## src/rtl/harris_cim_pkg.sv

```systemverilog
// Shared types and constants for the Harris cim sequencer.
// Used by harris_cim_sched and harris_cim_mac.
package harris_cim_pkg;

   localparam int CIM_IN_SHIFT = 6;
   localparam int CIM_SS_SHIFT = 4;

   typedef enum logic [2:0] {
      IDLE,
      AB,
      CC,
      SS,
      DONE
   } cim_state_t;

   typedef enum logic [1:0] {
      STEP_NONE,
      STEP_AB,
      STEP_CC,
      STEP_SS
   } cim_step_t;

endpackage

```

## src/rtl/harris_cim_mac.sv

```systemverilog
// Single shared multiplier with operand mux and accumulate/subtract.
// The step select picks operands and the accumulator update.
module harris_cim_mac
   import harris_cim_pkg::*;
#(
   parameter int W = 16
) (
   input  logic         clk,
   input  logic         rst_n,
   input  cim_step_t    step_i,
   input  logic [W-1:0] a_i,
   input  logic [W-1:0] b_i,
   input  logic [W-1:0] c_i,
   input  logic [W-1:0] s_i,
   output logic [W-1:0] acc_d_o
);

   logic [W-1:0] op_x;
   logic [W-1:0] op_y;
   logic [W-1:0] prod;
   logic [W-1:0] ss_term;
   logic [W-1:0] acc_q;
   logic [W-1:0] acc_d;

   // Operand mux feeding the one multiplier
   always_comb begin
      op_x = a_i;
      op_y = b_i;
      case (step_i)
         STEP_CC: begin
            op_x = c_i;
            op_y = c_i;
         end
         STEP_SS: begin
            op_x = s_i;
            op_y = s_i;
         end
         default: begin
            op_x = a_i;
            op_y = b_i;
         end
      endcase
   end

   assign prod    = op_x * op_y;
   assign ss_term = $signed(prod) >>> CIM_SS_SHIFT;

   // Accumulator next value for the current step
   always_comb begin
      acc_d = acc_q;
      case (step_i)
         STEP_AB: acc_d = prod;
         STEP_CC: acc_d = acc_q - prod;
         STEP_SS: acc_d = acc_q - ss_term;
         default: acc_d = acc_q;
      endcase
   end

   // Accumulator register
   always_ff @(posedge clk) begin
      if (!rst_n) acc_q <= '0;
      else        acc_q <= acc_d;
   end

   assign acc_d_o = acc_d;

endmodule

```

## src/rtl/harris_cim_sched.sv

```systemverilog
// Harris cim sequencer: FSM, handshake and operand registers.
// Optional threshold output enabled by HARRIS_CIM_THRESH_EN.
module harris_cim_sched
   import harris_cim_pkg::*;
#(
   parameter int W = 16
) (
   input  logic         clk,
   input  logic         rst_n,
   input  logic         in_valid,
   output logic         in_ready,
   input  logic [W-1:0] in_lgxx,
   input  logic [W-1:0] in_lgxy,
   input  logic [W-1:0] in_lgyy,
   output logic         out_valid,
   input  logic         out_ready,
   output logic [W-1:0] out_cim,
   output logic         busy
`ifdef HARRIS_CIM_THRESH_EN
   ,
   input  logic [W-1:0] thresh,
   output logic         out_corner
`endif
);

   cim_state_t   state_q;
   logic         vld_q;
   logic [W-1:0] cim_q;
   logic [W-1:0] a_q, b_q, c_q, s_q;
   logic [W-1:0] a_d, b_d, c_d, s_d;
   logic [W-1:0] acc_d;
   logic         accept;
   cim_step_t    step;

   assign in_ready = (state_q == IDLE) ||
                     (state_q == DONE && out_ready);
   assign accept   = in_valid && in_ready;
   assign busy     = (state_q != IDLE);

   assign a_d = $signed(in_lgxx) >>> CIM_IN_SHIFT;
   assign b_d = $signed(in_lgyy) >>> CIM_IN_SHIFT;
   assign c_d = $signed(in_lgxy) >>> CIM_IN_SHIFT;
   assign s_d = a_d + b_d;

   // Multiplier step follows the FSM state
   always_comb begin
      step = STEP_NONE;
      case (state_q)
         AB:      step = STEP_AB;
         CC:      step = STEP_CC;
         SS:      step = STEP_SS;
         default: step = STEP_NONE;
      endcase
   end

   harris_cim_mac #(.W(W)) u_mac (
      .clk     (clk),
      .rst_n   (rst_n),
      .step_i  (step),
      .a_i     (a_q),
      .b_i     (b_q),
      .c_i     (c_q),
      .s_i     (s_q),
      .acc_d_o (acc_d)
   );

`ifdef HARRIS_CIM_THRESH_EN
   logic corner_q;

   // Corner flag captured alongside the final result
   always_ff @(posedge clk) begin
      if (!rst_n)
         corner_q <= 1'b0;
      else if (state_q == SS)
         corner_q <= $signed(acc_d) > $signed(thresh);
   end

   assign out_corner = corner_q;
`endif

   // Sequencer FSM with registered result outputs
   always_ff @(posedge clk) begin
      if (!rst_n) begin
         state_q <= IDLE;
         vld_q   <= 1'b0;
         cim_q   <= '0;
         a_q     <= '0;
         b_q     <= '0;
         c_q     <= '0;
         s_q     <= '0;
      end else begin
         if (accept) begin
            a_q <= a_d;
            b_q <= b_d;
            c_q <= c_d;
            s_q <= s_d;
         end
         case (state_q)
            IDLE: if (accept) state_q <= AB;
            AB:   state_q <= CC;
            CC:   state_q <= SS;
            SS: begin
               state_q <= DONE;
               vld_q   <= 1'b1;
               cim_q   <= acc_d;
            end
            DONE: begin
               if (out_ready) begin
                  vld_q   <= 1'b0;
                  state_q <= in_valid ? AB : IDLE;
               end
            end
            default: begin
               state_q <= IDLE;
               vld_q   <= 1'b0;
            end
         endcase
      end
   end

   assign out_valid = vld_q;
   assign out_cim   = cim_q;

endmodule

```

## config.mk

```make
export PLATFORM = sky130hd
export DESIGN_NAME = harris_cim_sched
export DESIGN_NICKNAME = d
export VERILOG_FILES = /design/src/rtl/harris_cim_pkg.sv /design/src/rtl/harris_cim_mac.sv /design/src/rtl/harris_cim_sched.sv
export SDC_FILE = /design/constraint.sdc
export NUM_CORES = 1
export LEC_CHECK = 0
export ABC_CLOCK_PERIOD_IN_PS = 12350
export CAP_MARGIN = 20
export CORE_MARGIN = 3
export CORE_UTILIZATION = 50
export CTS_BUF_LIST = sky130_fd_sc_hd__clkbuf_4 sky130_fd_sc_hd__clkbuf_8 sky130_fd_sc_hd__clkbuf_16
export DETAILED_ROUTE_END_ITERATION = 8
export GPL_TIMING_DRIVEN = 1
export PLACE_DENSITY = 0.7
export SLEW_MARGIN = 30
export SYNTH_ARGS = -nofsm -noshare
export SYNTH_HDL_FRONTEND = slang
export SYNTH_HIERARCHICAL = 1
export SYNTH_SLANG_ARGS = --single-unit
```

## constraint.sdc

```tcl
create_clock -name clk -period 12.35 [get_ports clk]
set_input_delay 1.235 -clock clk [delete_from_list [all_inputs] [get_ports clk]]
set_output_delay 1.235 -clock clk [all_outputs]
set_load 0.1 [all_outputs]
```

; ---- After elaboration in Yosys (flattened, before gate mapping)
; Index checks and enable logic that the tools add are counted.
; Widths: inputs -> output; s select.
[word_totals]
register_bits = 82
latch_bits = 0
mem_bits_rw = 0
rom_bits = 0
in_bits = 52
output_inout_bits = 19
elab_cells = 40
n_memories = 0
[classes]
addsub = 3
n_mul = 1
div_mod_pow = 0
order_cmp = 0
eq_ne = 9
n_shift = 0
mux = 10
n_bitwise = 1
n_reduce_logical = 8
[ops]
columns = operator, n
row1 = $pmux 16 s2, 2
row2 = $pmux 16 s3, 1
row3 = $sub 16x16->16, 2
row4 = $mul 16x16->16, 1
row5 = $pmux 3 s5, 1
row6 = $add 10x10->11, 1
row7 = $eq 3x2->1 const B, 2
row8 = $mux 3, 2
row9 = $pmux 2 s3, 1
row10 = $eq 2x2->1 const B, 2
row11 = $ne 2x2->1 const B, 2
row12 = $reduce_and 2->1, 2
row13 = $eq 3x1->1 const B, 1
row14 = $eq 3x3->1 const B, 1
row15 = $logic_not 3->1, 1
row16 = $pmux 1 s3, 1
row17 = $reduce_bool 3->1, 1
row18 = $reduce_or 3->1, 1
row19 = $eq 2x1->1 const B, 1
row20 = $logic_and 1x1->1, 2
row21 = $mux 1, 2
row22 = $logic_or 1x1->1, 1
row23 = $not 1->1, 1

; ---- Longest topological paths before layout
; Gate-level depths: netlist (run 1).
[depth]
word_depth = 7
mapped_depth = 41
depth_no_buf = 36

; ---- Cells and area by module
; Netlist (run 1), hierarchy kept.
[modules_own_cells]
columns = mod, instances, cells_per_inst, area_each_um2, seq_area_each_um2
row1 = harris_cim_mac, 1, 749, 6064.6, 320.3
row2 = harris_cim_sched, 1, 320, 2655.0, 1221.2

; ---- Worst setup path after synthesis (run 1)
; OpenSTA, ideal clock, no wires.
[synth_timing]
kind = reg-to-reg
from = register state_q[1]
to = register cim_q[14] (netlist: out_cim[14])
setup_time_ns = 0.132
arrival_ns = 8.750
t_required_ns = 12.218
slack_ns = 3.467
path_stages_with_launch = 39
path_buffers = 8
period_less_slack_ns = 8.883
path_cell_list = dfxtp_1 buf_4 nor2b_4 buf_6 buf_6 buf_6 buf_2 clkbuf_1 clkbuf_1 clkbuf_1 o21a_1 nand2_1 fa_1 fa_1 fa_1 fa_1 inv_1 fa_1 [3 not listed] ha_1 nor2b_1 o31ai_1 a21oi_1 nor2_1 xnor2_4 nor2b_1 a21oi_1 ha_1 o211a_1 a21oi_1 o21ai_0 a31o_2 o31ai_1 mux2_2 and2_1 nand2_1 a21oi_1
[synth_via]
elab_chain_cells = 7
word_cells_on_any_way = 13
classes_between = 2 x add/sub / 1 x mul / 6 x eq/ne / 4 x mux
[synth_rtl]
columns = item, line
row1 = from (decl), harris_cim_sched.sv:26  ; cim_state_t state_q;
row2 = from (signal assigned), harris_cim_sched.sv:110  ; state_q <= in_valid ? AB : IDLE;
row3 = $eq 3x2->1 / $eq 3x1->1 (equally long branches), harris_cim_sched.sv:48  ; case (state_q)
row4 = $pmux 2 s3 (*), harris_cim_sched.sv:48
row5 = via step[1], harris_cim_sched.sv:33  ; cim_step_t step;
row6 = $eq 2x2->1, "harris_cim_mac.sv:29, harris_cim_mac.sv:51"
row7 = $pmux 16 s2, harris_cim_mac.sv:29  ; case (step_i)
row8 = $mul 16x16->16, harris_cim_mac.sv:45  ; assign prod = op_x * op_y;
row9 = "$sub 16x16->16, on equally long branches", "harris_cim_mac.sv:54, harris_cim_mac.sv:53"
row10 = $pmux 16 s3 (*), harris_cim_mac.sv:51  ; case (step_i)
row11 = via acc_d[14], harris_cim_sched.sv:31  ; logic [W-1:0] acc_d;
row12 = to (signal assigned), harris_cim_sched.sv:86  ; cim_q <= '0;
row13 = to (signal assigned), harris_cim_sched.sv:105  ; cim_q <= acc_d;
row14 = to (decl), harris_cim_sched.sv:28  ; logic [W-1:0] cim_q;
; The timed path passes the listed nets; every way through them passes the cells marked *.
; A chain may end at the register's enable or synchronous reset.

; ---- Final worst setup path (run 1)
; Ends and elaborated chain as after synthesis.

==> impl_metrics.tcl, run 1 <==
set metrics [dict create \
    syn_inst 1069 \
    setup_viol 0 \
    crit_path_frequent_cell "fa_1" \
    power_density_nw_per_um2 166 \
    cts.sink_count 77 \
    cts-htree-levels 3 \
    r2r_end "out_cim[14]" \
    r2r_cells 33 \
    yosysWarnings 6 \
    required_ns 12.56 \
    synth_cell_type_count 68 \
    period_minus_slack_ns 9.64 \
    dieArea_sq_um 19100 \
    r2r_setup_slack_ns 2.71 \
    die_height_um 138 \
    grt.overflow.total 0 \
    hp-class "flip-flop to flip-flop" \
    syn_area_sq_um 8720 \
    hold_viol 0 \
    yosys-top-cells-area "fa_1, dfxtp_1, ha_1" \
    drive_gt1_share_pct 5.25 \
    postCtsSetupBuffers 0 \
    port_buffers 52 \
    final_cell_mix "nand2_1, inv_1, nor2_1" \
    ctsResizeCount 0 \
    insertion_delay_ns 0.35 \
    reg2reg_from "state_q[1]" \
    avgSynthCellArea_sq_um 8.16 \
    period_share_pct 78.1 \
    core_sq_um 16800 \
    layout.nets 1307 \
    dp_hpwl_um 16100 \
    holdPathStages 2 \
    synth_compound_area_share_pct 14.1 \
    ant_nets 0 \
    setup_tns_ns 0 \
    vias_per_cell 5.43 \
    grt.busiest_layer "met2" \
    yosys.area_share.simple_pct 18.3 \
    routedWlPerCell_um 15.4 \
    grt_util_met2_pct 33.8 \
    cp.arrival_ns 9.86 \
    synthArstFlopShare_pct 0 \
    fmax_ghz 0.104 \
    area_growth_pct 10.5 \
    fin_skew_ns 0.0137 \
    grt_pass1_wl_um 33800 \
    drv_slew 0 \
    ir_drop_mv 0.0970 \
    io-pin-count 71 \
    synthAdderAreaFrac_pct 29.4 \
    cp_slowest_cell "mux2i_1" \
    drtIter0Drc 424 \
    start_kind "flip-flop" \
    max_slew_margin_pct 32.6 \
    gp_congestion 0.927 \
    placed_cell_area_sq_um 9330 \
    synth_edf_count 0 \
    synthFlopType "dfxtp_1" \
    worstMarginPinSlew_ns 1.01 \
    vias 7183 \
    path_clk_slew_ns 0.07 \
    crit_fanout 48 \
    crit_path_start "state_q[1]" \
    met3_usage_pct 3.97 \
    max_stage_delay_ns 0.86 \
    hold_buffers 0 \
    die_w_um 138 \
    cts_buffers 9 \
    outcome "finished, final reports clean" \
    final_common_cell "nand2_1" \
    start_util_pct 51.8 \
    rsz0062_at_grt "false" \
    clock_path_buffers 2 \
    synth_area_leader_cell "fa_1" \
    drc_errors 0 \
    synth_top_family_by_area "adder cells" \
    final_area_sq_um 9640 \
    diodes 0 \
    met1_usage_pct 30.3 \
    crit_type "flip-flop to flip-flop" \
    max_cap_violations 0 \
    grt_max_degree 54 \
    synth-seq-cells 77 \
    p_leak_nw 4.16 \
    synth-xor-area-share_pct 5.77 \
    root_buffer "clkbuf_16" \
    crit_path_end "out_cim[14]" \
    synth_top_area_share_pct 18.8 \
    crit_path_end_kind "flip-flop" \
    muxShareOfSynthArea_pct 6.10 \
    drtPass1Iterations 5 \
    grt_pass1_vias 6890 \
    drt_wl_total_um 20400 \
    fp-row-count 47 \
    antenna_found_initial 0 \
    ys_seq_area_share_pct 17.7 \
    cts_tree "yes" \
    gr-usage-all-layers_pct 21.3 \
    synthesis.nets 1277 \
]
## sequential cells by signal, summed over array words and instances (netlist names)
signal,flops
a_q,10
b_q,10
c_q,10
out_cim,16
out_valid,1
s_q,11
state_q,3
u_mac/acc_q,16
## critical path, delay by kind of cell (launching register included)
kind                     cells  cell delay (ns)
AND/OR/NAND/NOR              7             1.58
adder cells (fa/ha/maj)      8             3.77
flip-flops                   1             0.50
multiplexers                 2             1.23
AO/OA/AOI/OAI               10             1.48
XOR/XNOR                     1             0.19
buffers and inverters        5             0.73
## cell usage after synthesis (7+ instances only)
library cell	count
ha_1	74
mux2i_1	31
a21oi_1	89
a211oi_1	7
a21o_1	11
nand3_1	9
nor2b_1	11
buf_6	9
dfxtp_1	77
mux2_2	8
fa_1	82
nor2_1	101
o21ai_1	7
nand2_1	174
and2_1	20
o21ai_0	37
xor2_1	12
nand2b_1	14
xnor2_1	37
inv_1	137
clkbuf_1	17
o21a_1	17
buf_2	9
## through the flow
stage	util, %	instances	setup WS [ns]	power, W	hold WS [ns]
6_report	57.3	1324	2.71	0.00160	0.455
5_1_grt	57.3	1324	2.14	0.00175	0.477
4_1_cts	57.3	1324	2.74	0.00161	0.457
3_5_place_dp	55.5	1308	2.74	0.00132	0.448
3_3_place_gp	55.5	1308	2.82	0.00130	0.442
2_1_floorplan	-	1069	3.47	0.00110	0.432
## power breakdown
| group | leakage [nW] | internal (W) | switching (W) |
|---|---|---|---|
| clock network | 0.155 | 0.000162 | 0.000118 |
| registers | 0.629 | 0.000280 | 0.0000219 |
| logic | 3.38 | 0.000422 | 0.000596 |
| total | 4.16 | 0.000864 | 0.000735 |
## layer usage
metal,vias to the layer above,wire length [um]
met2,187,9350
met5,-,0
met3,30,1210
met1,3434,9570
li1,3532,-
met4,0,300
## final cells by class
| type | count | area (sq um) |
|---|---|---|
| Clock inverter | 7 | 87.6 |
| Clock buffer | 9 | 225 |
| Tap cell | 220 | 275 |
| Multi-Input combinational cell | 817 | 6440 |
| Fill cell | 1638 | 7180 |
| Sequential cell | 77 | 1540 |
| Inverter | 137 | 514 |
| Timing Repair Buffer | 57 | 553 |
## logic make-up (layout without fill, tap and decap cells)
| logic type | count (synthesis) | count (layout) |
|---|---|---|
| AO/OA/AOI/OAI | 201 | 201 |
| buffers and inverters | 175 | 210 |
| flip-flops | 77 | 77 |
| adder cells (fa/ha/maj) | 156 | 156 |
| AND/OR/NAND/NOR | 361 | 361 |
| XOR/XNOR | 52 | 52 |
| multiplexers | 47 | 47 |
## worst min-delay path by stage
| stage | start | to | slack, ns |
|---|---|---|---|
| 2_1_floorplan | s_q[4] | s_q[4] | 0.43 |
| 3_3_place_gp | s_q[0] | s_q[0] | 0.44 |
| 3_5_place_dp | out_cim[8] | out_cim[8] | 0.45 |
| 4_1_cts | s_q[0] | s_q[0] | 0.46 |
| 5_1_grt | c_q[2] | c_q[2] | 0.48 |
| 6_report | out_cim[7] | out_cim[7] | 0.45 |
No activity file was read; power rests on OpenSTA's default activity.
==> run 2: changes to the inputs <==
--- a/config.mk
+++ b/config.mk
@@ -5,7 +5,7 @@
 export SDC_FILE = /design/constraint.sdc
 export NUM_CORES = 1
 export LEC_CHECK = 0
-export ABC_CLOCK_PERIOD_IN_PS = 12350
+export ABC_CLOCK_PERIOD_IN_PS = 9620
 export CAP_MARGIN = 20
 export CORE_MARGIN = 3
 export CORE_UTILIZATION = 50
==> constraint.sdc (replaced) <==
create_clock -name clk -period 9.62 [get_ports clk]
set_input_delay 0.962 -clock clk [delete_from_list [all_inputs] [get_ports clk]]
set_output_delay 0.962 -clock clk [all_outputs]
set_load 0.1 [all_outputs]
==> run 2 against run 1 <==
  * Count of clock-buffer cells in the layout stayed put
  * Sequential power is 29% higher
  * Hold slack worse by 0.0019 ns
  * Utilization is 0.58 points higher
  * Final cell count is 0.91% higher
  * Sequential share of layout area is 0.15 points lower
  * Clock power is 30% higher
  * Critical path depth stayed put
  * Via count is 0.68% higher
==> impl_metrics.tcl, run 2 (synthesized netlist as in run 1, its figures left out) <==
set metrics [dict create \
    max_stage_delay_ns 0.58 \
    start_util_pct 51.8 \
    p_leak_nw 4.22 \
    dieArea_sq_um 19100 \
    worst_hold_slack_ns 0.453 \
    grt.overflow.total 0 \
    swShare_pct 46.2 \
    drt_wl_total_um 20900 \
    drtIter0Drc 406 \
    dp_slack_ns 0.448 \
    cts_tree "yes" \
    multi_input_area_sq_um 6450 \
    die_height_um 138 \
    dp_hpwl_um 16400 \
    period_share_pct 94.0 \
    vias_per_cell 5.41 \
    crit_path_frequent_cell "fa_1" \
    fin_skew_ns 0.00987 \
    crit_path_end_kind "flip-flop" \
    clock_power_share_pct 17.5 \
    drv_slew 0 \
    vias 7232 \
    fmax_ghz 0.111 \
    antenna_found_initial 0 \
    drc_errors 0 \
    utilization_pct 57.9 \
    gr-usage-all-layers_pct 21.4 \
    die_w_um 138 \
    port_buffers 52 \
    required_ns 9.83 \
    cp_slowest_cell "dfxtp_1" \
    grt_max_degree 52 \
    routedWlPerCell_um 15.7 \
    ant_nets 0 \
    n_fill_cell 1604 \
    crit_fanout 12 \
    diodes 0 \
    path_clk_slew_ns 0.07 \
    setup_tns_ns 0 \
    drtPass1Iterations 6 \
    grt_pass1_vias 7050 \
    layout.nets 1319 \
    p_int_w 0.00112 \
    setup_ws_ns 0.573 \
    worstMarginPinSlew_ns 0.990 \
    register_area_sq_um 1540 \
    cts-htree-levels 3 \
    gp_congestion 0.951 \
    max_slew_margin_pct 33.8 \
    hold_viol 0 \
    p_seq_share_pct 18.7 \
    io-pin-count 71 \
    drive_gt1_share_pct 6.36 \
    crit_type "flip-flop to flip-flop" \
    max_cap_violations 0 \
    setup_viol 0 \
    grt_pass1_wl_um 34300 \
    placed_cell_area_sq_um 9390 \
    core_sq_um 16800 \
    root_buffer "clkbuf_16" \
    final_area_sq_um 9730 \
    ir_drop_mv 0.120 \
    clock_path_buffers 2 \
    final_cell_mix "nand2_1, inv_1, nor2_1" \
    outcome "finished, final reports clean" \
    final_common_cell "nand2_1" \
    start_kind "flip-flop" \
    fp-row-count 47 \
    period_minus_slack_ns 9.05 \
    insertion_delay_ns 0.34 \
    cts.sink_count 77 \
    cp.arrival_ns 9.26 \
    hp-class "flip-flop to flip-flop" \
    rsz0062_at_grt "false" \
    cts_buffers 9 \
    p_sw_w 0.000962 \
    power_density_nw_per_um2 214 \
    comb_power_share_pct 63.8 \
    area_growth_pct 11.6 \
]
[run 2: power groups by stage]
stage,logic (W),registers [W],clock network [W]
5_1_grt,0.00148,0.000394,0.000382
3_5_place_dp,0.00131,0.000395,0
6_report,0.00133,0.000389,0.000363
4_1_cts,0.00132,0.000388,0.000371
2_1_floorplan,0.00101,0.000401,0
3_3_place_gp,0.00129,0.000394,0
[run 2: cell type report]
cell class                 count  area share (%)
sequential                    77            15.9
tap                          220            2.83
inverter                     137            5.28
clock buffer                   9            2.31
timing repair buffer          68            6.53
multi-input combinational    818            66.2
clock inverter                 7           0.951
[run 2: per-stage QoR]
stage               cells  power [W]
floorplan            1069    0.00141
detailed placement   1316    0.00171
finish               1336    0.00208
global route         1336    0.00226
global placement     1316    0.00168
CTS                  1332    0.00208
[run 2: path summary, 6_finish.rpt]
kind	from	to	slack (ns)	cells after the start
worst min register to register	a_q[1]	a_q[1]	0.45	2
worst max-delay path	state_q[1]	out_cim[14]	0.57	33
worst min-delay path	a_q[1]	a_q[1]	0.45	2
worst max register to register	state_q[1]	out_cim[14]	0.57	33
[run 2: what timing repair did]
action / CTS / global route
gates resized for setup: 0 / 1
buffers inserted: 0 / 3
setup endpoints to repair: 0 / 1
hold buffers: 0 / 0
[run 2: metal layers]
metal / track usage [%] / wire [um]
met5: 0 / 0
met4: 5.10 / 274
met3: 2.69 / 1090
met2: 34.7 / 9670
met1: 30.6 / 9900
[run 2: worst max-delay path, delay by kind of cell (launching register included)]
| family | cells | cell delay, ns |
|---|---|---|
| adder cells (fa/ha/maj) | 8 | 3.71 |
| AO/OA/AOI/OAI | 10 | 1.81 |
| AND/OR/NAND/NOR | 8 | 1.75 |
| flip-flops | 1 | 0.58 |
| buffers and inverters | 5 | 0.49 |
| multiplexers | 1 | 0.38 |
| XOR/XNOR | 1 | 0.19 |
==> run 3: changes to the inputs <==
--- a/config.mk
+++ b/config.mk
@@ -12,6 +12,7 @@
 export CTS_BUF_LIST = sky130_fd_sc_hd__clkbuf_4 sky130_fd_sc_hd__clkbuf_8 sky130_fd_sc_hd__clkbuf_16
 export DETAILED_ROUTE_END_ITERATION = 8
 export GPL_TIMING_DRIVEN = 1
+export MAX_ROUTING_LAYER = met4
 export PLACE_DENSITY = 0.7
 export SLEW_MARGIN = 30
 export SYNTH_ARGS = -nofsm -noshare
==> run 3 against run 2 <==
  * Total power fell by 2.0%
  * Global-route usage grew 0.42 points
  * Clock power fell by 7.7%
  * Critical path type unchanged
  * Sequential share of layout area is essentially flat
  * Final area is 0.14% lower
  * Utilization decreased by 0.082 points
  * Wire length shrank 2.1%
  * Non-clock buffer count increased by 2
==> impl_metrics.tcl, run 3 (synthesized netlist as in run 1, its figures left out) <==
set metrics [dict create \
    outcome "finished, final reports clean" \
    die_height_um 138 \
    fin_skew_ns 0.00938 \
    p_leak_nw 4.21 \
    placed_cells 1317 \
    antenna_found_initial 0 \
    final_cell_mix "nand2_1, inv_1, nor2_1" \
    cts-htree-levels 3 \
    hold_buffers 0 \
    setup_viol 0 \
    cts_tree "yes" \
    max_cap_violations 0 \
    root_buffer "clkbuf_16" \
    drt_wl_total_um 20500 \
    crit_type "flip-flop to flip-flop" \
    final_common_cell "nand2_1" \
    cp_slowest_cell "fa_1" \
    dieArea_sq_um 19100 \
    period_share_pct 93.5 \
    worstMarginPinSlew_ns 1.01 \
    drc_errors 0 \
    required_ns 9.83 \
    grt_pass1_wl_um 33700 \
    cp.arrival_ns 9.20 \
    vias 7166 \
    grt_max_degree 54 \
    die_w_um 138 \
    grt_pass1_vias 6852 \
    p_total_w 0.00204 \
    hold_viol 0 \
    io-pin-count 71 \
    cts.sink_count 77 \
    clock_path_buffers 2 \
    core_sq_um 16800 \
    utilization_pct 57.8 \
    fp-row-count 47 \
    ir_drop_mv 0.138 \
    port_buffers 52 \
    start_util_pct 51.8 \
    vias_per_cell 5.36 \
    fmax_ghz 0.111 \
    insertion_delay_ns 0.35 \
    max_stage_delay_ns 0.57 \
    period_minus_slack_ns 8.99 \
    drtIter0Drc 467 \
    drv_slew 0 \
    gr-usage-all-layers_pct 21.8 \
    drtPass1Iterations 5 \
    start_kind "flip-flop" \
    dp_hpwl_um 16300 \
    cts_buffers 9 \
    ant_nets 0 \
    layout.nets 1320 \
    drive_gt1_share_pct 6.45 \
    routedWlPerCell_um 15.3 \
    hp-class "flip-flop to flip-flop" \
    max_slew_margin_pct 32.6 \
    grt.overflow.total 0 \
    crit_path_end_kind "flip-flop" \
    crit_path_frequent_cell "fa_1" \
    stdcell_count 1337 \
    diodes 0 \
    power_density_nw_per_um2 210 \
    area_growth_pct 11.5 \
    path_clk_slew_ns 0.06 \
    crit_fanout 9 \
    gp_congestion 0.943 \
]
[run 3: final timing paths]
path	cells past startpoint	to	start	slack, ns
worst max register to register	34	out_cim[14]	state_q[0]	0.63
worst min-delay path	2	c_q[6]	c_q[6]	0.45
worst max-delay path	34	out_cim[14]	state_q[0]	0.63
worst min register to register	2	c_q[6]	c_q[6]	0.45
[run 3: per-layer routing]
metal	part of all wire (%)	GRT usage, %
met2	45	33.4
met4	1.3	5.25
met5	0	-
met3	5.0	3.21
met1	49	30.6
[run 3: final cells by class]
| class | count | area [sq um] |
|---|---|---|
| fill | 1610 | 7100 |
| multi-input combinational | 817 | 6440 |
| sequential | 77 | 1540 |
| timing repair buffer | 70 | 651 |
| inverter | 137 | 514 |
| tap | 220 | 275 |
| clock buffer | 11 | 253 |
| clock inverter | 5 | 42.5 |
[run 3: power by group]
part / switching [W] / leakage, nW / internal, W
combinational: 0.000765 / 3.44 / 0.000551
clock: 0.000144 / 0.142 / 0.000191
sequential: 0.0000283 / 0.629 / 0.000359
total: 0.000937 / 4.21 / 0.00110
[run 3: metrics by stage]
step / instance area (sq um) / hold WS [ns] / setup TNS [ns] / setup WS [ns]
2_1_floorplan: 8720 / 0.432 / 0 / 0.737
3_3_place_gp: 9400 / 0.442 / 0 / 0.621
3_5_place_dp: 9390 / 0.447 / 0 / 0.562
4_1_cts: 9690 / 0.456 / 0 / 0.513
5_1_grt: 9720 / 0.465 / -0.00559 / -0.00559
6_report: 9720 / 0.454 / 0 / 0.628
[run 3: timing repair]
item                       CTS  global route
setup endpoints to repair    0             1
resized for setup            0             1
setup buffers                0             4
[run 3: worst max-delay path: cells and delay by family (launching register included)]
kind / cells / cell delay [ns]
multiplexers: 2 / 0.63
AO/OA/AOI/OAI: 10 / 1.71
adder cells (fa/ha/maj): 8 / 3.75
buffers and inverters: 5 / 0.45
AND/OR/NAND/NOR: 8 / 1.59
XOR/XNOR: 1 / 0.19
flip-flops: 1 / 0.54
